===== config.mk =====
export PLATFORM = sky130hd
export DESIGN_NAME = hazard_forward_unit_flat
export DESIGN_NICKNAME = d
export VERILOG_FILES = /design/src/rtl/mips_pkg.sv /design/src/rtl/hazard_forward_unit_if.sv /design/src/rtl/fwd_match.sv /design/src/rtl/hazard_forward_unit.sv /design/src/flat_wrapper.sv
export SDC_FILE = /design/constraint.sdc
export NUM_CORES = 1
export LEC_CHECK = 0
export ABC_AREA = 1
export CORE_MARGIN = 2
export CORE_UTILIZATION = 42
export CTS_BUF_LIST = sky130_fd_sc_hd__clkbuf_16
export DETAILED_ROUTE_END_ITERATION = 8
export PLACE_DENSITY = 0.8
export SETUP_SLACK_MARGIN = 0.3
export SLEW_MARGIN = 20
export SYNTH_ARGS = -nofsm -noshare
export SYNTH_HDL_FRONTEND = slang
export SYNTH_SLANG_ARGS = --single-unit

===== constraint.sdc =====
create_clock -name clk -period 2.3 [get_ports clk]
set_input_delay 0.69 -clock clk [delete_from_list [all_inputs] [get_ports clk]]
set_output_delay 0.69 -clock clk [all_outputs]
set_load 0.02 [all_outputs]

===== src/rtl/mips_pkg.sv =====
// Shared constants and types for the MIPS pipeline hazard/forwarding logic.
package mips_pkg;

  localparam logic [1:0] FWD_REG = 2'b00;
  localparam logic [1:0] FWD_WB  = 2'b01;
  localparam logic [1:0] FWD_MEM = 2'b10;

  localparam logic [4:0] REG_ZERO = 5'd0;

  typedef enum logic [1:0] {
    ST_RUN      = 2'b00,
    ST_LU_STALL = 2'b01,
    ST_FREEZE   = 2'b10
  } hfu_state_e;

  typedef struct packed {
    logic       valid;
    logic [4:0] rd;
    logic       regwrite;
    logic       memread;
  } slot_t;

  // The nearest producer wins: a match one stage ahead beats one two stages ahead.
  function automatic logic [1:0] pick_sel(input logic match_ex, input logic match_mem);
    if (match_ex) return FWD_MEM;
    else if (match_mem) return FWD_WB;
    else return FWD_REG;
  endfunction

endpackage


===== src/rtl/hazard_forward_unit_if.sv =====
// ID-stage instruction info in, EX operand selects and pipeline control out.
interface hazard_forward_unit_if;
  import mips_pkg::*;

  // id_valid qualifies the id_* fields in the cycle they are presented; there is
  // no ready: the producer must hold the same instruction while stall_if_id=1,
  // and an instruction is consumed on every rising edge where stall_if_id=0.
  logic        id_valid;
  logic [4:0]  id_rs;
  logic [4:0]  id_rt;
  logic        id_uses_rt;
  logic [4:0]  id_rd;
  logic        id_regwrite;
  logic        id_memread;
  logic        mem_wait;
  logic        flush;

  logic [1:0]  fwd_a_sel;
  logic [1:0]  fwd_b_sel;
  logic        stall_if_id;
  logic        bubble_id_ex;
  logic [31:0] stall_cycles;

  hfu_state_e  dbg_state;
  slot_t       dbg_wb;

  modport master (
    output id_valid, id_rs, id_rt, id_uses_rt, id_rd, id_regwrite, id_memread,
           mem_wait, flush,
    input  fwd_a_sel, fwd_b_sel, stall_if_id, bubble_id_ex, stall_cycles,
           dbg_state, dbg_wb
  );

  modport slave (
    input  id_valid, id_rs, id_rt, id_uses_rt, id_rd, id_regwrite, id_memread,
           mem_wait, flush,
    output fwd_a_sel, fwd_b_sel, stall_if_id, bubble_id_ex, stall_cycles,
           dbg_state, dbg_wb
  );

endinterface


===== src/rtl/fwd_match.sv =====
// Compares one source register against one shadow slot's destination.
module fwd_match
  import mips_pkg::*;
(
  input  logic       valid_i,
  input  logic       regwrite_i,
  input  logic [4:0] rd_i,
  input  logic [4:0] src_i,
  output logic       match_o
);

  // $0 is hardwired to zero, so it never takes a forwarded value.
  assign match_o = valid_i && regwrite_i && (rd_i == src_i) && (src_i != REG_ZERO);

endmodule


===== src/rtl/hazard_forward_unit.sv =====
// ID-stage forwarding-select and load-use/freeze/flush controller for the EX muxes.
// Optional stall-cycle counter built when HAZARD_STALL_COUNT_EN is defined.
module hazard_forward_unit
  import mips_pkg::*;
(
  input  logic                 clk,
  input  logic                 rst,
  hazard_forward_unit_if.slave hfu
);

  slot_t      ex_q, ex_d, mem_q, mem_d, wb_q, wb_d;
  logic [1:0] sel_a_q, sel_a_d, sel_b_q, sel_b_d;
  hfu_state_e state_q, state_d;

  logic m_ex_a, m_ex_b, m_mem_a, m_mem_b;
  logic load_use, bubble, stall;

  fwd_match u_ex_a (.valid_i(ex_q.valid), .regwrite_i(ex_q.regwrite), .rd_i(ex_q.rd),
                    .src_i(hfu.id_rs), .match_o(m_ex_a));
  fwd_match u_ex_b (.valid_i(ex_q.valid), .regwrite_i(ex_q.regwrite), .rd_i(ex_q.rd),
                    .src_i(hfu.id_rt), .match_o(m_ex_b));
  fwd_match u_mem_a (.valid_i(mem_q.valid), .regwrite_i(mem_q.regwrite), .rd_i(mem_q.rd),
                     .src_i(hfu.id_rs), .match_o(m_mem_a));
  fwd_match u_mem_b (.valid_i(mem_q.valid), .regwrite_i(mem_q.regwrite), .rd_i(mem_q.rd),
                     .src_i(hfu.id_rt), .match_o(m_mem_b));

  // Freeze dominates everything; a flush kills the consumer so it cannot stall.
  always_comb begin
    load_use = hfu.id_valid && ex_q.memread && (m_ex_a || (hfu.id_uses_rt && m_ex_b));
    bubble   = !rst && !hfu.mem_wait && load_use && !hfu.flush;
    stall    = !rst && (hfu.mem_wait || (load_use && !hfu.flush));
  end

  always_comb begin
    ex_d    = ex_q;
    mem_d   = mem_q;
    wb_d    = wb_q;
    sel_a_d = sel_a_q;
    sel_b_d = sel_b_q;
    if (!hfu.mem_wait) begin
      wb_d  = mem_q;
      mem_d = ex_q;
      ex_d  = '{valid:    hfu.id_valid && !hfu.flush && !load_use,
                rd:       hfu.id_rd,
                regwrite: hfu.id_regwrite,
                memread:  hfu.id_memread};
      sel_a_d = FWD_REG;
      sel_b_d = FWD_REG;
      // Bubbles, squashed and empty slots carry register-file selects.
      if (ex_d.valid) begin
        sel_a_d = pick_sel(m_ex_a, m_mem_a);
        if (hfu.id_uses_rt) sel_b_d = pick_sel(m_ex_b, m_mem_b);
      end
    end
  end

  always_comb begin
    state_d = state_q;
    if (hfu.mem_wait) begin
      state_d = ST_FREEZE;
    end else begin
      case (state_q)
        ST_RUN:      state_d = bubble ? ST_LU_STALL : ST_RUN;
        ST_LU_STALL: state_d = ST_RUN;
        ST_FREEZE:   state_d = ST_RUN;
        default:     state_d = ST_RUN;
      endcase
    end
  end

  always_ff @(posedge clk) begin
    if (rst) begin
      ex_q    <= '0;
      mem_q   <= '0;
      wb_q    <= '0;
      sel_a_q <= FWD_REG;
      sel_b_q <= FWD_REG;
      state_q <= ST_RUN;
    end else begin
      ex_q    <= ex_d;
      mem_q   <= mem_d;
      wb_q    <= wb_d;
      sel_a_q <= sel_a_d;
      sel_b_q <= sel_b_d;
      state_q <= state_d;
    end
  end

  // The stall cycle always leaves a bubble in EX, so a back-to-back load-use cannot occur.
  a_no_double_lu : assert property (@(posedge clk) disable iff (rst)
    (state_q == ST_LU_STALL) |-> !bubble);

`ifdef HAZARD_STALL_COUNT_EN
  logic [31:0] cnt_q, cnt_d;

  always_comb cnt_d = cnt_q + (stall ? 32'd1 : 32'd0);

  always_ff @(posedge clk) begin
    if (rst) cnt_q <= '0;
    else     cnt_q <= cnt_d;
  end

  assign hfu.stall_cycles = cnt_q;
`else
  assign hfu.stall_cycles = '0;
`endif

  assign hfu.fwd_a_sel    = sel_a_q;
  assign hfu.fwd_b_sel    = sel_b_q;
  assign hfu.stall_if_id  = stall;
  assign hfu.bubble_id_ex = bubble;
  assign hfu.dbg_state    = state_q;
  assign hfu.dbg_wb       = wb_q;

endmodule


===== src/flat_wrapper.sv =====
// flat-port wrapper written by rule: the top's interface ports become plain ports
module hazard_forward_unit_flat import mips_pkg::*;
  (clk, rst, hfu_id_valid, hfu_id_rs, hfu_id_rt, hfu_id_uses_rt, hfu_id_rd, hfu_id_regwrite, hfu_id_memread, hfu_mem_wait, hfu_flush, hfu_fwd_a_sel, hfu_fwd_b_sel, hfu_stall_if_id, hfu_bubble_id_ex, hfu_stall_cycles, hfu_dbg_state, hfu_dbg_wb);
  hazard_forward_unit_if hfu_i ();
  input  logic clk;
  input  logic rst;
  input wire logic [$bits(hfu_i.id_valid)-1:0] hfu_id_valid;
  input wire logic [$bits(hfu_i.id_rs)-1:0] hfu_id_rs;
  input wire logic [$bits(hfu_i.id_rt)-1:0] hfu_id_rt;
  input wire logic [$bits(hfu_i.id_uses_rt)-1:0] hfu_id_uses_rt;
  input wire logic [$bits(hfu_i.id_rd)-1:0] hfu_id_rd;
  input wire logic [$bits(hfu_i.id_regwrite)-1:0] hfu_id_regwrite;
  input wire logic [$bits(hfu_i.id_memread)-1:0] hfu_id_memread;
  input wire logic [$bits(hfu_i.mem_wait)-1:0] hfu_mem_wait;
  input wire logic [$bits(hfu_i.flush)-1:0] hfu_flush;
  output wire logic [$bits(hfu_i.fwd_a_sel)-1:0] hfu_fwd_a_sel;
  output wire logic [$bits(hfu_i.fwd_b_sel)-1:0] hfu_fwd_b_sel;
  output wire logic [$bits(hfu_i.stall_if_id)-1:0] hfu_stall_if_id;
  output wire logic [$bits(hfu_i.bubble_id_ex)-1:0] hfu_bubble_id_ex;
  output wire logic [$bits(hfu_i.stall_cycles)-1:0] hfu_stall_cycles;
  output wire logic [$bits(hfu_i.dbg_state)-1:0] hfu_dbg_state;
  output wire logic [$bits(hfu_i.dbg_wb)-1:0] hfu_dbg_wb;
  assign hfu_i.id_valid = hfu_id_valid;
  assign hfu_i.id_rs = hfu_id_rs;
  assign hfu_i.id_rt = hfu_id_rt;
  assign hfu_i.id_uses_rt = hfu_id_uses_rt;
  assign hfu_i.id_rd = hfu_id_rd;
  assign hfu_i.id_regwrite = hfu_id_regwrite;
  assign hfu_i.id_memread = hfu_id_memread;
  assign hfu_i.mem_wait = hfu_mem_wait;
  assign hfu_i.flush = hfu_flush;
  assign hfu_fwd_a_sel = hfu_i.fwd_a_sel;
  assign hfu_fwd_b_sel = hfu_i.fwd_b_sel;
  assign hfu_stall_if_id = hfu_i.stall_if_id;
  assign hfu_bubble_id_ex = hfu_i.bubble_id_ex;
  assign hfu_stall_cycles = hfu_i.stall_cycles;
  assign hfu_dbg_state = hfu_i.dbg_state;
  assign hfu_dbg_wb = hfu_i.dbg_wb;
  hazard_forward_unit u_core (.clk(clk), .rst(rst), .hfu(hfu_i));
endmodule

==> flow_summary.json <==
{
  "capturing_element_type_of_the_critical_path": "output port",
  "powerDensity_nw_per_um2": 600,
  "dpl.hpwl_um": 3110,
  "r2r-start": "u_core.ex_q[4]",
  "level_count_of_the_clock_h_tree": 2,
  "synth_cell_types": 27,
  "grt_antenna_before_repair": 0,
  "synth.cell_area_um2": 1650,
  "effective_utilization_at_floorplan_pct": 44.4,
  "report.final.slew_viol_count": 0,
  "post_drt_via_cell_ratio": 4.63,
  "path_class": "input pin to output port",
  "grt_max_degree": 17,
  "clock_sink_count": 30,
  "synth.top_cell.area_share_pct": 36.4,
  "worst_setup_path_start_kind": "input pin",
  "route.detailed.wl_per_inst_um": 12.2,
  "yosys_warnings": 0,
  "hold_end": "u_core.hfu.fwd_a_sel[0]",
  "cp_max_fo": 3,
  "max_clock_freq_ghz": 0.410,
  "proportion_of_synthesized_chip_area_in_sequential_cells_pct": 36.4,
  "clock_insertion_delay_at_the_later_pin_of_the_skew_report_ns": 0.27,
  "rr_endpoint": "u_core.ex_q[7]",
  "total_area_of_sequential_cells_um2": 601,
  "ys.flop_type": "sky130_fd_sc_hd__dfxtp_1",
  "design.die.area_um2": 4450,
  "detailedRoute.firstIterationViolations": 66,
  "die_w_um": 66.7,
  "global_route.overflow_total": 0,
  "rrSetupSlack_ns": 0.88,
  "fin_ws_ns": -0.140,
  "cts.path.max_buffers": 2,
  "gp_routability_congestion": 0.878,
  "finalInstanceArea_um2": 2320,
  "cells_taking_the_most_area_after_synthesis": "sky130_fd_sc_hd__dfxtp_1, sky130_fd_sc_hd__buf_4, sky130_fd_sc_hd__nand2_1",
  "final_antenna_net_count": 0,
  "worst-r2r-cell-count": 11,
  "final.setup_skew_ns": 0.00200,
  "grt_pass1_vias": 1474,
  "detailed_route_via_count": 1602,
  "i_o_pin_count": 71,
  "timing.max_cap.violations": 0,
  "worst-endpoint-arrival_ns": 1.75,
  "hold_viol_final": 0,
  "layout_min_cycle_time_ns": 2.44,
  "period_share_pct": 106,
  "yosys-top-cells-count": "sky130_fd_sc_hd__nand2_1, sky130_fd_sc_hd__buf_4, sky130_fd_sc_hd__dfxtp_1",
  "placement.setup.worst_slack_ns": -1.03,
  "tritoncts": "built",
  "rsz_0062_raised_after_global_routing": "true",
  "finish.utilization_pct": 62.5,
  "area_growth_syn_to_layout_pct": 40.6,
  "static-leakage-power_uw": 0.00107,
  "fraction_of_registers_with_async_set_reset_pct": 0,
  "cts_inserted_buffers": 5,
  "drive_above_1_share_pct": 24.5,
  "whs_path_depth": 2,
  "worst-endpoint-required_ns": 1.61,
  "placementRows": 22,
  "drcViolationCount": 0,
  "worst_min_delay_path_class": "flop to flop",
  "synth_seq_cells": 30,
  "drt-pass1-iter-count": 4,
  "syn_inst": 234,
  "most_used_standard_cell_by_instance_count_after_synthesis": "sky130_fd_sc_hd__nand2_1",
  "clk_pin_slew_worst_paths_ns": 0.05,
  "min_from": "u_core.hfu.fwd_a_sel[0]",
  "design.core.area_um2": 3720,
  "setup_violations": 2,
  "outcome": "complete, but fails checks",
  "buffer_ports.inserted": 38,
  "number_of_synthesized_flops_with_an_enable_pin": 0,
  "dpl-instance-area_um2": 2130,
  "grt_pass1_wl_um": 6730,
  "cts-root-buf": "sky130_fd_sc_hd__clkbuf_16",
  "die_y_um": 66.7,
  "drt_wl_total_um": 4230,
  "finish.net_count": 320,
  "fillers": 348,
  "synth.avg_cell_area_um2": 7.06,
  "multiInputGateArea_um2": 863,
  "violations_in_the_final_reports": "setup timing",
  "yosys.area.top_type": "sky130_fd_sc_hd__dfxtp_1",
  "ant_diodes": 0,
  "ir_drop_v": 0.000476,
  "grt_usage_pct": 21.0
}
[logic make-up after synthesis]
logic type / after synthesis / share of synthesized area [%]
flops: 30 / 36.4
compound gates: 34 / 11.8
other cells: 1 / 0.227
xor+xnor: 3 / 1.59
simple gates: 99 / 27.3
buf+inv: 67 / 22.7
[placed cells by master (no fill, tap or decap), types with 4 or more instances in the layout]
master and n:
sky130_fd_sc_hd__buf_2 5, sky130_fd_sc_hd__buf_4 19, sky130_fd_sc_hd__buf_6 4, sky130_fd_sc_hd__clkbuf_16 5, sky130_fd_sc_hd__clkbuf_2 4, sky130_fd_sc_hd__clkdlybuf4s50_1 26, sky130_fd_sc_hd__conb_1 32, sky130_fd_sc_hd__dfxtp_1 30
sky130_fd_sc_hd__inv_1 26, sky130_fd_sc_hd__inv_2 6, sky130_fd_sc_hd__nand2_1 48, sky130_fd_sc_hd__nand3_1 16, sky130_fd_sc_hd__nand3_2 5, sky130_fd_sc_hd__nor2_1 8, sky130_fd_sc_hd__nor2_2 7, sky130_fd_sc_hd__o21ai_0 16
sky130_fd_sc_hd__o22ai_1 10
[critical path: stages]
cell and delay, ns:
sky130_fd_sc_hd__buf_6 0.09, sky130_fd_sc_hd__buf_8 0.12, sky130_fd_sc_hd__inv_12 0.05, sky130_fd_sc_hd__nand2_4 0.04, sky130_fd_sc_hd__nand2_2 0.06, sky130_fd_sc_hd__nand3_2 0.08
sky130_fd_sc_hd__nor2_2 0.12, sky130_fd_sc_hd__nand3_2 0.09, sky130_fd_sc_hd__nand2_2 0.09, sky130_fd_sc_hd__nand2_4 0.07, sky130_fd_sc_hd__o21ai_4 0.12, sky130_fd_sc_hd__buf_6 0.13
[area by class of cell]
cell class | count | share of cell area [%]
clock buffer | 5 | 5.39
clock inverter | 3 | 0.539
inverter | 32 | 5.71
multi-input combinational | 168 | 37.2
sequential | 30 | 25.9
tap | 48 | 2.59
timing repair buffer | 60 | 22.7
[repair_timing]
action / CTS / global route
endpoints found under the setup margin: 8 / 7
hold buffers: 0 / 0
pin swaps: 15 / 14
gates cloned: 0 / 0
gates resized for setup: 46 / 21
buffers inserted: 3 / 1
[routing by layer]
layer	track usage (%)	up-vias	share of wire, %
li1	-	801	-
met1	25.7	737	42
met2	33.1	58	49
met3	6.08	6	6.4
met4	11.2	0	1.6
met5	0	-	0
[through the flow]
step	power [µW]	TNS (ns)	cells	hold slack, ns
after floorplan	723	0	265	0.443
after global placement	778	-1.97	334	0.442
after detailed placement	782	-2.07	334	0.444
after CTS	1400	-0.370	345	0.454
after global routing	1450	-0.354	346	0.473
final	1390	-0.269	346	0.450
[sequential cells by signal, summed over array words and instances, names as in the netlist]
signal and cells:
u_core.mem_q 8, u_core.hfu.dbg_wb 8, u_core.hfu.dbg_state 2, u_core.ex_q 8
u_core.hfu.fwd_a_sel 2, u_core.hfu.fwd_b_sel 2
[how the worst max path moves through the flow]
| stage | from | end | depth (start not counted) |
|---|---|---|---|
| global route | hfu_id_rt[2] | hfu_stall_if_id | 12 |
| CTS | hfu_id_rt[2] | hfu_stall_if_id | 12 |
| finish | hfu_id_rt[2] | hfu_stall_if_id | 12 |
| floorplan | hfu_id_rt[2] | hfu_stall_if_id | 9 |
| global placement | hfu_id_rt[2] | hfu_stall_if_id | 11 |
| detailed placement | hfu_id_rt[2] | hfu_stall_if_id | 11 |
[power by group]
part	total (µW)	internal, µW	switching (µW)
Combinational	242	94.5	148
Sequential	547	537	10.2
Clock	603	389	214
(Power assumes the default switching activity.)
